## src/rtl/shift_seq_ctrl.sv

```systemverilog
// Multi-cycle shift sequencer: drives an external single-step shifter once per
// cycle until the requested number of bit positions has been applied.
module shift_seq_ctrl #(
    parameter int n = 16,
    parameter int m = 2,
    parameter int A = 4
) (
    input  logic         clk,
    input  logic         reset,
    input  logic         start,
    input  logic [m-1:0] op,
    input  logic [A-1:0] amount,
    input  logic [n-1:0] operand,
    output logic         busy,
    output logic         done,
    output logic [n-1:0] result,
    output logic [m-1:0] sh_shift,
    output logic [n-1:0] sh_b,
    input  logic [n-1:0] sh_in
);

    typedef enum logic [1:0] {
        IDLE  = 2'b00,
        SHIFT = 2'b01,
        DONE  = 2'b10
    } state_t;

    state_t       state;
    logic [n-1:0] acc;
    logic [n-1:0] result_r;
    logic [A-1:0] count;
    logic [m-1:0] op_r;

    always_ff @(posedge clk) begin
        if (reset) begin
            state    <= IDLE;
            acc      <= '0;
            count    <= '0;
            op_r     <= '0;
            result_r <= '0;
        end else begin
            case (state)
                IDLE: begin
                    if (start) begin
                        acc   <= operand;
                        op_r  <= op;
                        count <= amount;
                        // A pass code or a zero amount needs no shifter cycles at all.
                        state <= (amount == '0 || op == '0) ? DONE : SHIFT;
                    end
                end
                SHIFT: begin
                    acc   <= sh_in;
                    count <= count - A'(1);
                    if (count == A'(1))
                        state <= DONE;
                end
                DONE: begin
                    result_r <= acc;
                    state    <= IDLE;
                end
                default: state <= IDLE;
            endcase
        end
    end

    // In DONE the result is shown straight from acc so it is valid alongside done.
    assign busy     = (state == SHIFT) || (state == DONE);
    assign done     = (state == DONE);
    assign result   = (state == DONE) ? acc : result_r;
    assign sh_shift = (state == SHIFT) ? op_r : '0;
    assign sh_b     = acc;

endmodule
```

## config.mk

```make
export PLATFORM = sky130hd
export DESIGN_NAME = shift_seq_ctrl
export DESIGN_NICKNAME = d
export VERILOG_FILES = /design/src/rtl/shift_seq_ctrl.sv
export SDC_FILE = /design/constraint.sdc
export NUM_CORES = 1
export LEC_CHECK = 0
export ABC_AREA = 0
export CORE_UTILIZATION = 47
export CTS_BUF_LIST = sky130_fd_sc_hd__clkbuf_8
export CTS_CLUSTER_DIAMETER = 80
export DETAILED_ROUTE_END_ITERATION = 10
export PLACE_DENSITY = 0.84
export SKIP_CTS_REPAIR_TIMING = 1
export SLEW_MARGIN = 5
export SYNTH_ARGS = -nofsm -noshare
export SYNTH_HDL_FRONTEND = slang
export SYNTH_SLANG_ARGS = --single-unit
```

## constraint.sdc

```tcl
create_clock -name clk -period 3 [get_ports clk]
set_clock_uncertainty 0.2 [all_clocks]
set_input_delay 0.6 -clock clk [delete_from_list [all_inputs] [get_ports clk]]
set_output_delay 0.6 -clock clk [all_outputs]
set_load 0.01 [all_outputs]
```

==> results.py <==
metrics = {
    "run_status": {
        "status": "complete, no violations",
    },
    "clocking": {
        "clock_path_buffers": 2,
        "clock_latency_ns": 0.28,
        "cts_tree": "done",
        "cts.reportedPaths.clkPinSlew_ns": 0.07,
        "cts.htree.levels": 2,
        "clock_sinks": 40,
        "cts_buffers": 5,
        "cts_root_buf": "clkbuf_8",
    },
    "power": {
        "leakagePower_nw": 1.00,
        "intPower_mw": 1.01,
        "p_clk_share_pct": 23.2,
        "irDropWorstVdd_mv": 0.356,
        "power_density_nw_per_um2": 531,
        "power_switching_mw": 0.413,
        "combPwrFrac_pct": 32.7,
        "p_seq_share_pct": 44.1,
        "sw_frac_of_total_pct": 29.1,
    },
    "timing": {
        "final.min_clock_period_ns": 2.77,
        "finalSetupViolCount": 0,
        "fmax_ghz": 0.361,
        "setup_tns_ns": 0,
        "max_slew_margin_pct": 72.1,
        "final_max_slew_viol_count": 0,
        "rsz0062_at_grt": "no",
        "hold_viol": 0,
        "worstMarginPinSlew_ns": 0.419,
        "min_period_over_period_pct": 92.2,
    },
    "final_layout": {
        "drive_gt1_share_pct": 11.2,
        "syn2layout_area_growth_pct": 46.5,
        "utilization_pct": 72.4,
        "finalNetCount": 304,
        "area.sequential_sq_um": 801,
        "diodes": 0,
        "n_fill_cell": 299,
        "multi_input_area_sq_um": 923,
    },
    "floorplanning": {
        "pin_count": 77,
        "row_count": 22,
        "die_height_microns": 64.3,
        "start_util_pct": 49.4,
        "die_w_microns": 64.3,
        "core_sq_um": 3690,
        "die_area_sq_um": 4130,
    },
    "setup_path": {
        "path_cells": "inv_1, ha_1, buf_4, mux2_2, clkdlybuf4s50_1",
        "start_kind": "flip-flop",
        "arrival_ns": 1.97,
        "crit_slowest_cell": "clkdlybuf4s50_1",
        "path_max_fanout": 17,
        "criticalPathCategory": "flip-flop to output pin",
        "max_stage_delay_ns": 0.50,
        "cp.required_ns": 2.20,
        "end_kind": "output pin",
    },
    "detailed_routing": {
        "drc": 0,
        "vias": 1552,
        "detail_route.first_pass.iterations": 4,
        "drt_iter0_drc": 44,
        "wl_per_cell_microns": 12.7,
        "wl_microns": 3890,
        "route.antenna.remaining_nets": 0,
        "drt-vias-per-instance": 5.07,
    },
    "synthesis": {
        "synthAdderAreaFrac_pct": 3.43,
        "synth_top_area_cell": "dfxtp_1",
        "yosys.cell_types.count": 28,
        "yosys_warnings": 0,
        "ys_seq_area_share_pct": 43.9,
        "syn_avg_cell_area_sq_um": 9.85,
        "synthCells": 185,
        "synth-simple-area-share_pct": 14.7,
        "synthDominantCellAreaShare_pct": 43.9,
        "syn_nets": 231,
        "synth.area.mux_share_pct": 19.5,
        "syn-cell-area_sq_um": 1820,
        "synth-xor-area-share_pct": 0,
        "synth_top_family_by_area": "multiplexers",
        "synth.area.top_cells": "dfxtp_1 (44%), mux2_2 (9.9%), mux2i_1 (8.8%)",
        "synth_compound_area_share_pct": 13.0,
        "ys_ff_latch": 40,
    },
    "run": {
        "max_cap_viol_count": 0,
    },
    "worst_hold_path": {
        "hold_path_class": "flip-flop to flip-flop",
    },
    "global_routing": {
        "grt_pass1_wl_microns": 6370,
        "globalRouteTotalUtil_pct": 19.9,
        "grt_overflow": 0,
        "grt_max_degree": 41,
        "grt_pass1_vias": 1420,
        "antenna_found_initial": 0,
    },
    "placed_design": {
        "dp_hpwl_microns": 2640,
        "gp_congestion": 0.752,
        "io_buffers": 76,
    },
}
[metal layers]
layer / part of all wire [%] / up-vias / GRT usage (%)
li1: - / 790 / -
met1: 44 / 702 / 22.2
met2: 47 / 55 / 35.0
met3: 7.4 / 5 / 6.25
met4: 1.2 / 0 / 7.50
met5: 0 / - / 0
[logic make-up after synthesis]
family / count (synthesis)
AO/OA/AOI/OAI: 34
adder cells (fa/ha/maj): 5
buffers and inverters: 19
flip-flops: 40
multiplexers: 33
AND/OR/NAND/NOR: 54
[flip-flops by register name, indices dropped and copies added, names as in the netlist]
register,count
result_r,16
sh_b,16
state,2
op_r,2
count,4
[synth_stat cells (all sizes together)]
cell type,count
o21ai,6
inv,6
nand2,5
nand2b,1
dfxtp,40
buf,9
and2,2
a21oi,6
nor3b,2
o2bb2ai,1
nor3,2
nor2b,17
clkbuf,4
ha,5
a221oi,2
nor2,22
a211oi,16
nor4,1
a22oi,2
mux2,17
mux2i,16
o22ai,1
nand3,2
[cell usage in the layout, fill, tap and decap left out]
| cell | n |
|---|---|
| clkdlybuf4s50_1 | 76 |
| dfxtp_1 | 40 |
| nor2_1 | 22 |
| nor2b_1 | 17 |
| mux2_2 | 16 |
| mux2i_1 | 16 |
| a211oi_1 | 16 |
| inv_1 | 6 |
| a21oi_1 | 6 |
| nand2_1 | 5 |
| o21ai_0 | 5 |
| ha_1 | 5 |
| clkbuf_8 | 5 |
| buf_4 | 3 |
| and2_1 | 2 |
| a22oi_1 | 2 |
| nand3_1 | 2 |
| nor3b_1 | 2 |
| nor3_1 | 2 |
| mux2_4 | 1 |
| o2bb2ai_1 | 1 |
| o21ai_2 | 1 |
| a221oi_2 | 1 |
| o22ai_1 | 1 |
| nor4_1 | 1 |
| nand2b_1 | 1 |
| a221oi_1 | 1 |
| clkinvlp_4 | 1 |
| clkinv_2 | 1 |
[stage by stage]
stage / instance area, sq um / hold slack (ns) / setup slack (ns) / std cells / power [mW]
3_3_place_gp: 2590 / 0.243 / 0.570 / 299 / 1.09
5_1_grt: 2670 / 0.273 / 0.142 / 306 / 1.50
2_1_floorplan: 1820 / 0.232 / 0.886 / 185 / 0.899
6_report: 2670 / 0.259 / 0.233 / 306 / 1.42
4_1_cts: 2670 / 0.262 / 0.222 / 306 / 1.43
3_5_place_dp: 2590 / 0.251 / 0.558 / 299 / 1.10
[worst paths after layout]
check | from | slack (ns) | cells past startpoint | end
setup / recovery | state[0] | 0.23 | 5 | result[11]
hold / removal | op_r[0] | 0.26 | 2 | op_r[0]
setup reg to reg | state[1] | 0.80 | 7 | count[2]
hold reg to reg | op_r[0] | 0.26 | 2 | op_r[0]
[worst max-delay path, delay by kind of cell (launching register included)]
kind	cells	cell delay [ns]
fa+ha+maj	1	0.14
buf+inv	3	0.83
flops	1	0.33
mux	1	0.38
[final cells by class]
type | instances | area share (%)
multi-input combinational | 126 | 34.6
sequential | 40 | 30.0
timing repair buffer | 79 | 29.3
clock buffer | 5 | 2.58
tap | 48 | 2.25
inverter | 6 | 0.843
clock inverter | 2 | 0.468
[power by group through the flow]
stage | clock network (mW) | logic, mW | registers, mW
2_1_floorplan | 0 | 0.253 | 0.646
3_3_place_gp | 0 | 0.458 | 0.635
3_5_place_dp | 0 | 0.464 | 0.637
4_1_cts | 0.341 | 0.468 | 0.626
5_1_grt | 0.361 | 0.506 | 0.632
6_report | 0.330 | 0.463 | 0.625
(Power assumes the default switching activity.)
